File: config.mk
export PLATFORM = sky130hd
export DESIGN_NAME = clock_mode_ctrl
export DESIGN_NICKNAME = d
export VERILOG_FILES = /design/src/rtl/clock_ctrl_pkg.sv /design/src/rtl/btn_repeat.sv /design/src/rtl/clock_mode_ctrl.sv
export SDC_FILE = /design/constraint.sdc
export NUM_CORES = 1
export LEC_CHECK = 0
export ABC_AREA = 1
export BUFFER_PORTS_ARGS = -buffer_cell sky130_fd_sc_hd__buf_2
export CAP_MARGIN = 20
export CORE_ASPECT_RATIO = 2
export CORE_MARGIN = 2
export CORE_UTILIZATION = 35
export CTS_CLUSTER_SIZE = 12
export DETAILED_ROUTE_END_ITERATION = 10
export PLACE_DENSITY = 0.55
export SLEW_MARGIN = 20
export SYNTH_ARGS = -nofsm -noshare
export SYNTH_HDL_FRONTEND = slang
export SYNTH_SLANG_ARGS = --single-unit
export TNS_END_PERCENT = 50
File: constraint.sdc
create_clock -name clk -period 2.1 [get_ports clk]
set_input_delay 0.105 -clock clk [delete_from_list [all_inputs] [get_ports clk]]
set_output_delay 0.105 -clock clk [all_outputs]
set_load 0.02 [all_outputs]
File: src/rtl/clock_ctrl_pkg.sv
// Shared mode/field encodings for the clock user-interface sequencer.
// Mode order and field rotation helpers live here so the top stays readable.
package clock_ctrl_pkg;

  typedef enum logic [1:0] {
    MODE_RUN       = 2'd0,
    MODE_SET_TIME  = 2'd1,
    MODE_SET_ALARM = 2'd2
  } mode_e;

  localparam logic [2:0] FIELD_SEC  = 3'b001;
  localparam logic [2:0] FIELD_MIN  = 3'b010;
  localparam logic [2:0] FIELD_HOUR = 3'b100;

  function automatic mode_e next_mode(input mode_e m);
    mode_e r;
    unique case (m)
      MODE_RUN:      r = MODE_SET_TIME;
      MODE_SET_TIME: r = MODE_SET_ALARM;
      default:       r = MODE_RUN;
    endcase
    return r;
  endfunction

  // hour -> sec -> min -> hour
  function automatic logic [2:0] next_field(input logic [2:0] f);
    return {f[1:0], f[2]};
  endfunction

endpackage

File: src/rtl/btn_repeat.sv
// Rising-edge detector for up/down with optional hold-to-repeat.
// Repeat support is built only when CLOCK_CTRL_AUTOREPEAT_EN is defined.
module btn_repeat #(
  parameter int unsigned DELAY = 8,
  parameter int unsigned RATE  = 2
) (
  input  logic clk,
  input  logic rst,
  input  logic btn_i,
  input  logic other_i,
  input  logic tick_i,
  input  logic arm_i,
  input  logic clr_i,
  output logic edge_o,
  output logic press_evt_o
);

  logic prev_q;

  always_ff @(posedge clk) begin
    if (rst) prev_q <= 1'b0;
    else     prev_q <= btn_i;
  end

  assign edge_o = btn_i & ~prev_q;

`ifdef CLOCK_CTRL_AUTOREPEAT_EN
  localparam int unsigned CW = $clog2(DELAY + 1);

  logic [CW-1:0] cnt_q, cnt_d;
  logic          rpt;
  logic          alone;

  assign alone = btn_i & ~other_i;

  // After the first repeat, restart RATE ticks short of the trigger point
  always_comb begin
    cnt_d = cnt_q;
    rpt   = 1'b0;
    if (!alone || !arm_i || clr_i) begin
      cnt_d = '0;
    end else if (tick_i) begin
      if (cnt_q == CW'(DELAY - 1)) begin
        rpt   = 1'b1;
        cnt_d = CW'(DELAY - RATE);
      end else begin
        cnt_d = cnt_q + 1'b1;
      end
    end
  end

  always_ff @(posedge clk) begin
    if (rst) cnt_q <= '0;
    else     cnt_q <= cnt_d;
  end

  assign press_evt_o = edge_o | rpt;
`else
  localparam int unsigned unused_cfg_p = DELAY + RATE;
  logic unused_in;
  assign unused_in   = ^{other_i, tick_i, arm_i, clr_i};
  assign press_evt_o = edge_o;
`endif

endmodule

File: src/rtl/clock_mode_ctrl.sv
// Button sequencer for the multi-mode clock: mode FSM, field select, strobes.
// Optional hold-to-repeat on up/down: CLOCK_CTRL_AUTOREPEAT_EN.
module clock_mode_ctrl
  import clock_ctrl_pkg::*;
#(
  parameter int unsigned IDLE_TIMEOUT = 10,
  parameter int unsigned REPEAT_DELAY = 8,
  parameter int unsigned REPEAT_RATE  = 2
) (
  input  logic       clk,
  input  logic       rst,
  input  logic       tick_1hz,
  input  logic       tick_fast,
  input  logic       btn_mode,
  input  logic       btn_sel,
  input  logic       btn_up,
  input  logic       btn_down,
  input  logic       btn_stop,
  input  logic       alarming,
  output logic [1:0] mode,
  output logic [2:0] field,
  output logic [2:0] time_inc,
  output logic [2:0] time_dec,
  output logic [2:0] alarm_inc,
  output logic [2:0] alarm_dec,
  output logic       alarm_en,
  output logic       dis_alarm,
  output logic       time_hold,
  output logic       blink
);

  localparam int unsigned IW = $clog2(IDLE_TIMEOUT + 1);

  mode_e         mode_q, mode_d;
  logic [2:0]    field_q, field_d;
  logic          alarm_en_q, alarm_en_d;
  logic          blink_q, blink_d;
  logic [IW-1:0] idle_q, idle_d;
  logic [2:0]    tinc_q, tinc_d, tdec_q, tdec_d;
  logic [2:0]    ainc_q, ainc_d, adec_q, adec_d;
  logic          dis_q, dis_d;
  logic          pmode_q, psel_q, pstop_q;

  logic mode_edge, sel_edge, stop_edge;
  logic up_edge, dn_edge, up_evt, dn_evt;
  logic in_set, any_edge;

  assign mode_edge = btn_mode & ~pmode_q;
  assign sel_edge  = btn_sel  & ~psel_q;
  assign stop_edge = btn_stop & ~pstop_q;
  assign in_set    = (mode_q != MODE_RUN);
  assign any_edge  = mode_edge | sel_edge | stop_edge | up_edge | dn_edge;

  btn_repeat #(
    .DELAY(REPEAT_DELAY),
    .RATE (REPEAT_RATE)
  ) u_up (
    .clk        (clk),
    .rst        (rst),
    .btn_i      (btn_up),
    .other_i    (btn_down),
    .tick_i     (tick_fast),
    .arm_i      (in_set),
    .clr_i      (mode_edge | sel_edge),
    .edge_o     (up_edge),
    .press_evt_o(up_evt)
  );

  btn_repeat #(
    .DELAY(REPEAT_DELAY),
    .RATE (REPEAT_RATE)
  ) u_dn (
    .clk        (clk),
    .rst        (rst),
    .btn_i      (btn_down),
    .other_i    (btn_up),
    .tick_i     (tick_fast),
    .arm_i      (in_set),
    .clr_i      (mode_edge | sel_edge),
    .edge_o     (dn_edge),
    .press_evt_o(dn_evt)
  );

  always_ff @(posedge clk) begin
    if (rst) begin
      mode_q     <= MODE_RUN;
      field_q    <= FIELD_HOUR;
      alarm_en_q <= 1'b0;
      blink_q    <= 1'b0;
      idle_q     <= '0;
      tinc_q     <= '0;
      tdec_q     <= '0;
      ainc_q     <= '0;
      adec_q     <= '0;
      dis_q      <= 1'b0;
      pmode_q    <= 1'b0;
      psel_q     <= 1'b0;
      pstop_q    <= 1'b0;
    end else begin
      mode_q     <= mode_d;
      field_q    <= field_d;
      alarm_en_q <= alarm_en_d;
      blink_q    <= blink_d;
      idle_q     <= idle_d;
      tinc_q     <= tinc_d;
      tdec_q     <= tdec_d;
      ainc_q     <= ainc_d;
      adec_q     <= adec_d;
      dis_q      <= dis_d;
      pmode_q    <= btn_mode;
      psel_q     <= btn_sel;
      pstop_q    <= btn_stop;
    end
  end

  always_comb begin
    mode_d     = mode_q;
    field_d    = field_q;
    alarm_en_d = alarm_en_q;
    blink_d    = blink_q;
    idle_d     = idle_q;
    tinc_d     = '0;
    tdec_d     = '0;
    ainc_d     = '0;
    adec_d     = '0;
    dis_d      = stop_edge & alarming;

    if (!in_set)              idle_d = '0;
    else if (any_edge)        idle_d = '0;
    else if (tick_1hz)        idle_d = idle_q + 1'b1;

    if (!in_set)              blink_d = 1'b0;
    else if (tick_fast)       blink_d = ~blink_q;

    if (mode_edge) begin
      mode_d  = next_mode(mode_q);
      idle_d  = '0;
      blink_d = 1'b0;
      if (mode_d != MODE_RUN) field_d = FIELD_HOUR;
    end else if (in_set && idle_d == IW'(IDLE_TIMEOUT)) begin
      mode_d  = MODE_RUN;
      idle_d  = '0;
      blink_d = 1'b0;
    end else if (in_set && sel_edge) begin
      field_d = next_field(field_q);
    end else begin
      unique case (1'b1)
        mode_q == MODE_SET_TIME: begin
          if (up_evt && !dn_evt) tinc_d = field_q;
          if (dn_evt && !up_evt) tdec_d = field_q;
        end
        mode_q == MODE_SET_ALARM: begin
          if (up_evt && !dn_evt) ainc_d = field_q;
          if (dn_evt && !up_evt) adec_d = field_q;
        end
        default: begin
          if (up_edge) alarm_en_d = ~alarm_en_q;
        end
      endcase
    end
  end

  always_comb begin
    mode      = mode_q;
    field     = field_q;
    time_inc  = tinc_q;
    time_dec  = tdec_q;
    alarm_inc = ainc_q;
    alarm_dec = adec_q;
    alarm_en  = alarm_en_q;
    dis_alarm = dis_q;
    time_hold = (mode_q == MODE_SET_TIME);
    blink     = blink_q;
  end

endmodule

==> results_dict.tcl, run 1 <==
set metrics [dict create \
    whs_path_depth 2 \
    buf_inv_stages_crit_path 3 \
    floorplan.die.height_um 85.9 \
    layout-drive-gt1-share 0.258 \
    timing_max_transition_violations_final 0 \
    syn-mean-instance-area_um2 7.92 \
    ys_ff_latch 29 \
    timing.critical_path.from_type "flip-flop" \
    crit_path_top_delay_cell "sky130_fd_sc_hd__dfxtp_1" \
    place_hpwl_um 2000 \
    critical_path_data_required_time_ps 2270 \
    grt_pass1_wl_um 4210 \
    fmaxAchievable_mhz 568 \
    tightest_slew_ps 308 \
    yosysUniqueCellTypes 23 \
    worst_setup_hold_path_clk_slew_ps 60 \
    nNetsFinal 200 \
    cts-buffers-inserted 5 \
    place.gp.congestion 0.887 \
    num_vias 1042 \
    die_x_um 44.9 \
    crit_family "simple AND/OR/NAND/NOR gates" \
    worst-path-max-fanout 7 \
    xor_xnor_share_of_the_synthesized_area 0 \
    critPathMostFrequentCell "sky130_fd_sc_hd__nor2_1" \
    yosys-mux-area-fraction 0 \
    rows 29 \
    cts-htree-levels 2 \
    switchingPower_uw 296 \
    synth-seq-area-share 0.495 \
    ys_dominant_reg_cell "sky130_fd_sc_hd__dfxtp_1" \
    r2r_setup_slack_ps 340 \
    max-slew-margin-rel 0.795 \
    tritoncts "built" \
    power.internal_uw 901 \
    setup_tns_ps 0 \
    final.min_clock_period_ps 1760 \
    worstReg2RegStart "mode[0]" \
    power.sequential.fraction 0.478 \
    worst_skew_pair.late_latency_ps 280 \
    master_cell_of_the_clock_root_buffer "sky130_fd_sc_hd__clkbuf_8" \
    synth-edff-count 0 \
    min_path_type "in -> reg" \
    comb_power_share 0.104 \
    cts_hold_buf 0 \
    crit_arrival_ps 1930 \
    synthTopCellsByCount "29 x sky130_fd_sc_hd__dfxtp_1, 29 x sky130_fd_sc_hd__nor2_1, 25 x sky130_fd_sc_hd__nand2_1, 23 x sky130_fd_sc_hd__inv_1, 10 x sky130_fd_sc_hd__nand3_1" \
    syn-instance-count 148 \
    synth_simple_gate_area_frac 0.307 \
    ctsLongestPathBuffers 2 \
    fin_crit_sh 0.838 \
    power_per_cell_area_nw_per_um2 816 \
    routed_wire_length_per_instance_um 11.5 \
    drc_errors 0 \
    yosys-top-cells-area "sky130_fd_sc_hd__dfxtp_1 50%, sky130_fd_sc_hd__nor2_1 9.3%, sky130_fd_sc_hd__nand2_1 8.0%" \
    antenna_found_initial 0 \
    placed_cells 209 \
    timing.final.setup_violations 0 \
    postCtsSetupBuffers 0 \
    finalWirelength_um 2510 \
    synthesis.yosys.warnings 0 \
    maximum_vdd_drop_mv 0.421 \
    fin_skew_ps 2.89 \
    dr.pass1.iters 4 \
    drt_first_iter_violations 20 \
    route.detailed.vias_per_inst 4.80 \
    synthAdderAreaFrac 0.0534 \
    design.portCount 31 \
    finalHoldViolations 0 \
    max_cap_viol_count 0 \
    synthesis.nets 163 \
    ant_nets 0 \
    critPathCaptureType "flip-flop" \
    antenna_cells 0 \
    timing.hold.worst.start "tick_fast" \
    grtUsageTotal 0.152 \
    start_util 0.367 \
    maximum_number_of_pins_on_one_net_before_global_route_repair 12 \
    timing.critical_path.slowest_cell_delay_ps 390 \
    fp.coreArea_um2 3190 \
    r2r_cells 12 \
    power.static_leakage_nw 0.726 \
    power_frac_clock 0.418 \
    cts-resized-gates 0 \
    outcome "finished, final reports clean" \
    synth_compound_area_frac 0.0566 \
    synth_top_family_by_area "simple AND/OR/NAND/NOR gates" \
    sw_frac_of_total 0.247 \
    synth_area_um2 1170 \
    numClockSinks 29 \
    rsz0062_at_grt "false" \
    layoutNonFillerInstCount 217 \
    synth_top_area_share 0.495 \
    placement.io_buffers 30 \
    critical_path.cell_chain "inv_1 -> ha_1 -> inv_2 -> o21ai_0 -> nor2_1 -> nand3_1 -> nor2_1 -> nand2_2 -> nand2_4 -> inv_6 -> nand3_4 -> nor2_1" \
    crit-reg2reg-capture "alarm_inc[1]" \
    yosysTopAreaCell "sky130_fd_sc_hd__dfxtp_1" \
    fp.dieArea_um2 3860 \
    crit_type "reg -> reg" \
    layout-area-overhead-vs-synth_pct 25.1 \
    grt-ovfl-total 0 \
    cp.depth 12 \
    whs_endpoint "blink" \
    grt_pass1_vias 993 \
    synth_async_sr_flop_share 0 \
]
layout by cell type (no fill, tap or decap):
cell type,instances
sky130_fd_sc_hd__buf_2,30
sky130_fd_sc_hd__nor2_1,29
sky130_fd_sc_hd__dfxtp_1,29
sky130_fd_sc_hd__nand2_1,25
sky130_fd_sc_hd__inv_1,23
sky130_fd_sc_hd__nand3_1,10
sky130_fd_sc_hd__clkbuf_8,7
sky130_fd_sc_hd__o21ai_0,5
sky130_fd_sc_hd__ha_1,5
sky130_fd_sc_hd__a21oi_1,4
sky130_fd_sc_hd__nand2_2,2
sky130_fd_sc_hd__nand3_4,2
sky130_fd_sc_hd__nor3_1,2
sky130_fd_sc_hd__inv_2,1
sky130_fd_sc_hd__nor2_2,1
sky130_fd_sc_hd__and2_1,1
sky130_fd_sc_hd__nand2_4,1
sky130_fd_sc_hd__inv_6,1
sky130_fd_sc_hd__nand3b_1,1
sky130_fd_sc_hd__o21ai_1,1
sky130_fd_sc_hd__nor3b_2,1
sky130_fd_sc_hd__nand4_1,1
sky130_fd_sc_hd__a211oi_1,1
sky130_fd_sc_hd__o32ai_1,1
sky130_fd_sc_hd__clkinv_2,1
sky130_fd_sc_hd__buf_4,1
worst max path at each step:
stage	end	slack (ps)	startpoint
2_1_floorplan	alarm_dec[0]	400	mode[0]
3_3_place_gp	alarm_inc[0]	430	mode[0]
3_5_place_dp	alarm_inc[1]	350	mode[0]
4_1_cts	alarm_inc[1]	340	mode[0]
5_1_grt	alarm_inc[1]	130	mode[0]
6_report	alarm_inc[1]	340	mode[0]
sequential cells by signal, summed over array words and instances (netlist names):
register,flops
alarm_dec,3
alarm_en,1
alarm_inc,3
blink,1
dis_alarm,1
field,3
idle_q,4
mode,2
pmode_q,1
psel_q,1
pstop_q,1
time_dec,3
time_inc,3
u_dn.prev_q,1
u_up.prev_q,1
through the flow:
| stage | hold WS, ps | power [mW] | setup slack (ps) | util | area (um^2) |
|---|---|---|---|---|---|
| 6_report | 18.3 | 1.20 | 340 | 0.459 | 1470 |
| 3_3_place_gp | 308 | 0.707 | 434 | 0.428 | 1370 |
| 3_5_place_dp | 306 | 0.710 | 354 | 0.428 | 1370 |
| 5_1_grt | 27.4 | 1.26 | 125 | 0.459 | 1470 |
| 2_1_floorplan | 204 | 0.667 | 400 | - | 1170 |
| 4_1_cts | 9.44 | 1.21 | 344 | 0.459 | 1470 |
worst register-to-register path, stage by stage, from the launching register on:
cell	delay [ps]
sky130_fd_sc_hd__dfxtp_1	390
sky130_fd_sc_hd__inv_1	100
sky130_fd_sc_hd__ha_1	230
sky130_fd_sc_hd__inv_2	110
sky130_fd_sc_hd__o21ai_0	90
sky130_fd_sc_hd__nor2_1	120
sky130_fd_sc_hd__nand3_1	90
sky130_fd_sc_hd__nor2_1	120
sky130_fd_sc_hd__nand2_2	100
sky130_fd_sc_hd__nand2_4	120
sky130_fd_sc_hd__inv_6	50
sky130_fd_sc_hd__nand3_4	80
sky130_fd_sc_hd__nor2_1	50
power by group through the flow:
stage                     Combinational (mW)  Sequential, mW  Clock (mW)
after global routing                   0.139           0.574       0.545
after detailed placement               0.125           0.584           0
final                                  0.124           0.572       0.501
after CTS                              0.126           0.572       0.517
after floorplan                       0.0735           0.593           0
after global placement                 0.123           0.584           0
routing by layer:
| metal | vias up | share of wire | GRT usage |
|---|---|---|---|
| li1 | 532 | - | - |
| met1 | 465 | 0.37 | 0.140 |
| met2 | 34 | 0.52 | 0.256 |
| met3 | 11 | 0.060 | 0.0505 |
| met4 | 0 | 0.051 | 0.115 |
| met5 | - | 0 | 0 |
kinds of logic after synthesis:
family                     after synthesis
DFF                                     29
AOI/OAI and AO/OA                       12
buffers and inverters                   26
adders and majority gates                5
and+or+nand+nor                         76
final cells by class:
class / instances / area (um^2)
fillers: 335 / 1730
clock buffers: 7 / 96.3
well taps: 31 / 38.8
clock inverters: 1 / 5.00
flip-flops and latches: 29 / 581
inverters: 25 / 98.8
multi-input cells: 93 / 489
repair buffers: 31 / 158
Note: power is estimated with default switching activity, not from simulation.
==> run 2, diff against run 1 <==
Clock period 2.1 ns to 1.7 ns, I/O delays scaled along.
==> results_dict.tcl, run 2 (synthesis results as in run 1) <==
set metrics [dict create \
    drc_errors 0 \
    worst_setup_hold_path_clk_slew_ps 60 \
    power_per_cell_area_nw_per_um2 938 \
    placed_cells 211 \
    setup_tns_ps 0 \
    rows 29 \
    rsz0062_at_grt "false" \
    timing.critical_path.from_type "flip-flop" \
    crit_arrival_ps 1730 \
    worst-path-max-fanout 7 \
    fin_crit_sh 0.919 \
    leading_cell_type_in_the_layout_fill_and_taps_excluded "sky130_fd_sc_hd__buf_2" \
    design.portCount 31 \
    layout-drive-gt1-share 0.321 \
    worst_skew_pair.late_latency_ps 280 \
    maximum_vdd_drop_mv 0.455 \
    master_cell_of_the_clock_root_buffer "sky130_fd_sc_hd__clkbuf_8" \
    sequential_cell_area_um2 583 \
    grt_pass1_vias 965 \
    timing_max_transition_violations_final 0 \
    place.gp.congestion 0.858 \
    finalHoldViolations 0 \
    placement.io_buffers 30 \
    floorplan.die.height_um 85.9 \
    max_cap_viol_count 0 \
    fin_skew_ps 6.52 \
    start_util 0.367 \
    num_vias 1053 \
    fp.dieArea_um2 3860 \
    dr.pass1.iters 4 \
    fmaxAchievable_mhz 640 \
    critPathCaptureType "flip-flop" \
    drt_first_iter_violations 12 \
    largest_register_ffs 4 \
    grtUsageTotal 0.144 \
    crit_type "reg -> reg" \
    place_hpwl_um 1930 \
    r2r_setup_slack_ps 140 \
    finalWirelength_um 2520 \
    fp.coreArea_um2 3190 \
    layout-area-overhead-vs-synth_pct 31.6 \
    ctsLongestPathBuffers 2 \
    critical_path_data_required_time_ps 1870 \
    multi_input_area_um2 513 \
    total_power_mw 1.45 \
    grt_pass1_wl_um 4020 \
    outcome "finished, final reports clean" \
    numClockSinks 29 \
    fillerInstances 327 \
    tritoncts "built" \
    routed_wire_length_per_instance_um 11.3 \
    tightest_slew_ps 285 \
    ant_nets 0 \
    layoutNonFillerInstCount 224 \
    cts-buffers-inserted 5 \
    min_path_type "in -> reg" \
    cts-htree-levels 2 \
    maximum_number_of_pins_on_one_net_before_global_route_repair 12 \
    top_register "idle_q" \
    grt-ovfl-total 0 \
    route.detailed.vias_per_inst 4.70 \
    power.static_leakage_nw 0.756 \
    nNetsFinal 208 \
    antenna_cells 0 \
    layout.cells.most_common_list "30 x sky130_fd_sc_hd__buf_2, 27 x sky130_fd_sc_hd__dfxtp_1, 26 x sky130_fd_sc_hd__nor2_1" \
    max-slew-margin-rel 0.808 \
    final.min_clock_period_ps 1560 \
    die_x_um 44.9 \
    timing.final.setup_violations 0 \
    antenna_found_initial 0 \
]
## run 2: cell count changes in the layout (fill, tap and decap cells not counted), sizes merged
cell	previous run	this run
clkinv	1	0
buf	31	38
dlygate4sd3	0	1
## run 2: what timing repair did
item / 4_1_cts / 5_1_grt
buffers inserted: 0 / 5
gates resized for setup: 0 / 12
hold buffers: 1 / 0
endpoints found under the setup margin: 0 / 20
hold endpoints to repair: 1 / 0
## run 2: worst paths after layout
path            start           end  cells past startpoint
max           mode[1]  alarm_inc[0]                     12
min          btn_stop       pstop_q                      3
max reg2reg   mode[1]  alarm_inc[0]                     12
min reg2reg     blink         blink                      1
## run 2: power by group
part           switching [mW]  total [mW]  internal [mW]  leakage (nW)
sequential            0.00999       0.707          0.697         0.237
combinational           0.110       0.184         0.0744         0.475
clock                   0.236       0.556          0.320        0.0443
total                   0.356        1.45           1.09         0.756
## run 2: final cells by class
cell class / instances / area share
clock buffer: 7 / 0.0560
multi-input combinational: 93 / 0.333
inverter: 25 / 0.0657
timing repair buffer: 39 / 0.143
tap: 31 / 0.0251
sequential: 29 / 0.378
## run 2: routing by layer
| layer | up-vias | wire length [um] | GRT usage |
|---|---|---|---|
| li1 | 544 | - | - |
| met1 | 470 | 936 | 0.136 |
| met2 | 34 | 1400 | 0.258 |
| met3 | 5 | 139 | 0.0442 |
| met4 | 0 | 51 | 0.0802 |
| met5 | - | 0 | 0 |
## run 2: per-stage QoR
step | worst slack [ps] | util | instance area (um^2) | hold WS [ps]
after floorplan | 0.331 | - | 1170 | 184
after global placement | 84.2 | 0.432 | 1380 | 288
after detailed placement | 58.5 | 0.432 | 1380 | 289
after CTS | 38.5 | 0.462 | 1480 | 19.6
after global routing | 2.26 | 0.483 | 1540 | 33.4
final | 138 | 0.483 | 1540 | 24.6
## run 2: worst max-delay path, cell delays in order, from the launching register on
cell,delay (ps)
sky130_fd_sc_hd__dfxtp_2,340
sky130_fd_sc_hd__inv_2,50
sky130_fd_sc_hd__ha_4,160
sky130_fd_sc_hd__inv_4,80
sky130_fd_sc_hd__o21ai_2,50
sky130_fd_sc_hd__nor2_1,130
sky130_fd_sc_hd__nand3_1,100
sky130_fd_sc_hd__nor2_2,120
sky130_fd_sc_hd__nand2_2,90
sky130_fd_sc_hd__nand2_4,120
sky130_fd_sc_hd__inv_6,50
sky130_fd_sc_hd__nand3_4,90
sky130_fd_sc_hd__nor2_1,60
==> run 3, diff against run 2 <==
Settings changed: CORE_ASPECT_RATIO 2 to not set, CORE_UTILIZATION 35 to 50, PLACE_DENSITY 0.55 to 0.74.
==> results_dict.tcl, run 3 (synthesis results as in run 1) <==
set metrics [dict create \
    finalWirelength_um 2530 \
    cts-buffers-inserted 5 \
    timing.final.setup_violations 0 \
    timing_max_transition_violations_final 0 \
    worst-path-max-fanout 6 \
    top_register "idle_q" \
    setup_tns_ps 0 \
    design.portCount 31 \
    layout-drive-gt1-share 0.295 \
    num_vias 1103 \
    cts-htree-levels 2 \
    critical_path_data_required_time_ps 1920 \
    max-slew-margin-rel 0.754 \
    layout_setup_ws_ps 113 \
    nNetsFinal 214 \
    rows 17 \
    grt_pass1_wl_um 3930 \
    sequential_cell_area_um2 583 \
    dr.pass1.iters 4 \
    multi_input_area_um2 492 \
    antenna_cells 0 \
    power.static_leakage_nw 0.776 \
    placement.io_buffers 30 \
    placedInstanceArea_um2 1380 \
    crit_arrival_ps 1810 \
    min_path_type "in -> reg" \
    critPathCaptureType "flip-flop" \
    ctsLongestPathBuffers 2 \
    layoutNonFillerInstCount 228 \
    tritoncts "built" \
    layout.cells.most_common_list "30 x sky130_fd_sc_hd__buf_2, 29 x sky130_fd_sc_hd__nor2_1, 27 x sky130_fd_sc_hd__dfxtp_1" \
    max_cap_viol_count 0 \
    place.gp.congestion 0.845 \
    crit_type "reg -> reg" \
    fp.dieArea_um2 2750 \
    drt_first_iter_violations 30 \
    place_hpwl_um 1860 \
    critPathMostFrequentCell "sky130_fd_sc_hd__nor2_1" \
    antenna_found_initial 0 \
    fp.coreArea_um2 2210 \
    placed_cells 208 \
    total_power_mw 1.36 \
    worst_setup_hold_path_clk_slew_ps 90 \
    whs_path_depth 2 \
    critical_path.cell_chain "inv_1 -> ha_2 -> inv_2 -> o21ai_1 -> nor2_1 -> nand3_1 -> nor2_1 -> nand2_2 -> nand2_4 -> inv_6 -> nand3_4 -> nor2_1" \
    maximum_number_of_pins_on_one_net_before_global_route_repair 12 \
    leading_cell_type_in_the_layout_fill_and_taps_excluded "sky130_fd_sc_hd__buf_2" \
    power_per_cell_area_nw_per_um2 875 \
    outcome "finished, final reports clean" \
    grtUsageTotal 0.207 \
    route.detailed.vias_per_inst 4.84 \
    worst_skew_pair.late_latency_ps 330 \
    stdcell_area_um2 1560 \
    crit_path_top_delay_cell "sky130_fd_sc_hd__dfxtp_2" \
    maximum_vdd_drop_mv 0.690 \
    ant_nets 0 \
    final.min_clock_period_ps 1590 \
    finalHoldViolations 0 \
    fmaxAchievable_mhz 630 \
    tightest_slew_ps 365 \
    drc_errors 0 \
    master_cell_of_the_clock_root_buffer "sky130_fd_sc_hd__clkbuf_4" \
    r2r_cells 12 \
    layout-area-overhead-vs-synth_pct 33.0 \
    routed_wire_length_per_instance_um 11.1 \
    fin_skew_ps 11.2 \
    grt_pass1_vias 961 \
    floorplan.die.height_um 52.4 \
    largest_register_ffs 4 \
    timing.critical_path.from_type "flip-flop" \
    place_worst_setup_slack_ps -17.7 \
    timing.critical_path.slowest_cell_delay_ps 330 \
    grt-ovfl-total 0 \
    fillerInstances 181 \
    die_x_um 52.4 \
    start_util 0.530 \
    numClockSinks 29 \
    fin_crit_sh 0.933 \
]
==> run 3: changes by cell type in the layout (fill, tap and decap cells not counted), sizes merged <==
| cell | delta |
|---|---|
| dlygate4sd3 | +6 |
| clkinv | +1 |
==> run 3: power breakdown <==
| group | internal (mW) | leakage (nW) | switching [mW] |
|---|---|---|---|
| registers | 0.696 | 0.237 | 0.00911 |
| clock network | 0.239 | 0.0413 | 0.233 |
| logic | 0.0777 | 0.498 | 0.109 |
| total | 1.01 | 0.776 | 0.352 |
==> run 3: worst paths after layout <==
kind	slack, ps	startpoint	endpoint
min reg2reg	480	pstop_q	dis_alarm
min	60	rst	field[0]
max reg2reg	110	mode[1]	alarm_dec[2]
max	110	mode[1]	alarm_dec[2]
==> run 3: metal layers <==
metal	up-vias	GRT usage	part of all wire
met5	-	0	0
met4	0	0.0897	0.017
met3	8	0.0886	0.063
met2	44	0.363	0.51
met1	492	0.212	0.41
li1	559	-	-
==> run 3: final cells by class <==
class / instances / share of cell area
clock inverter: 1 / 0.00321
clock buffer: 7 / 0.0417
multi-input combinational: 93 / 0.315
tap: 28 / 0.0225
inverter: 25 / 0.0634
sequential: 29 / 0.374
timing repair buffer: 45 / 0.180
==> run 3: timing repair <==
item,4_1_cts,5_1_grt
hold endpoints to repair,7,0
pin swaps,0,5
buffers inserted,0,5
endpoints found under the setup margin,12,20
resized for setup,1,4
hold buffers,7,0
gates cloned,0,0
==> run 3: stage by stage <==
stage / utilization / hold slack (ps)
6_report: 0.705 / 59.5
5_1_grt: 0.705 / 74.4
4_1_cts: 0.686 / 55.9
3_5_place_dp: 0.622 / 293
3_3_place_gp: 0.622 / 294
2_1_floorplan: - / 184
==> run 3: critical path: cells and delay by family, from the launching register on <==
kind,cells,cell delay [ps]
and+or+nand+nor,7,720
DFF,1,330
AOI/OAI and AO/OA,1,70
buffers and inverters,3,190
adders and majority gates,1,190
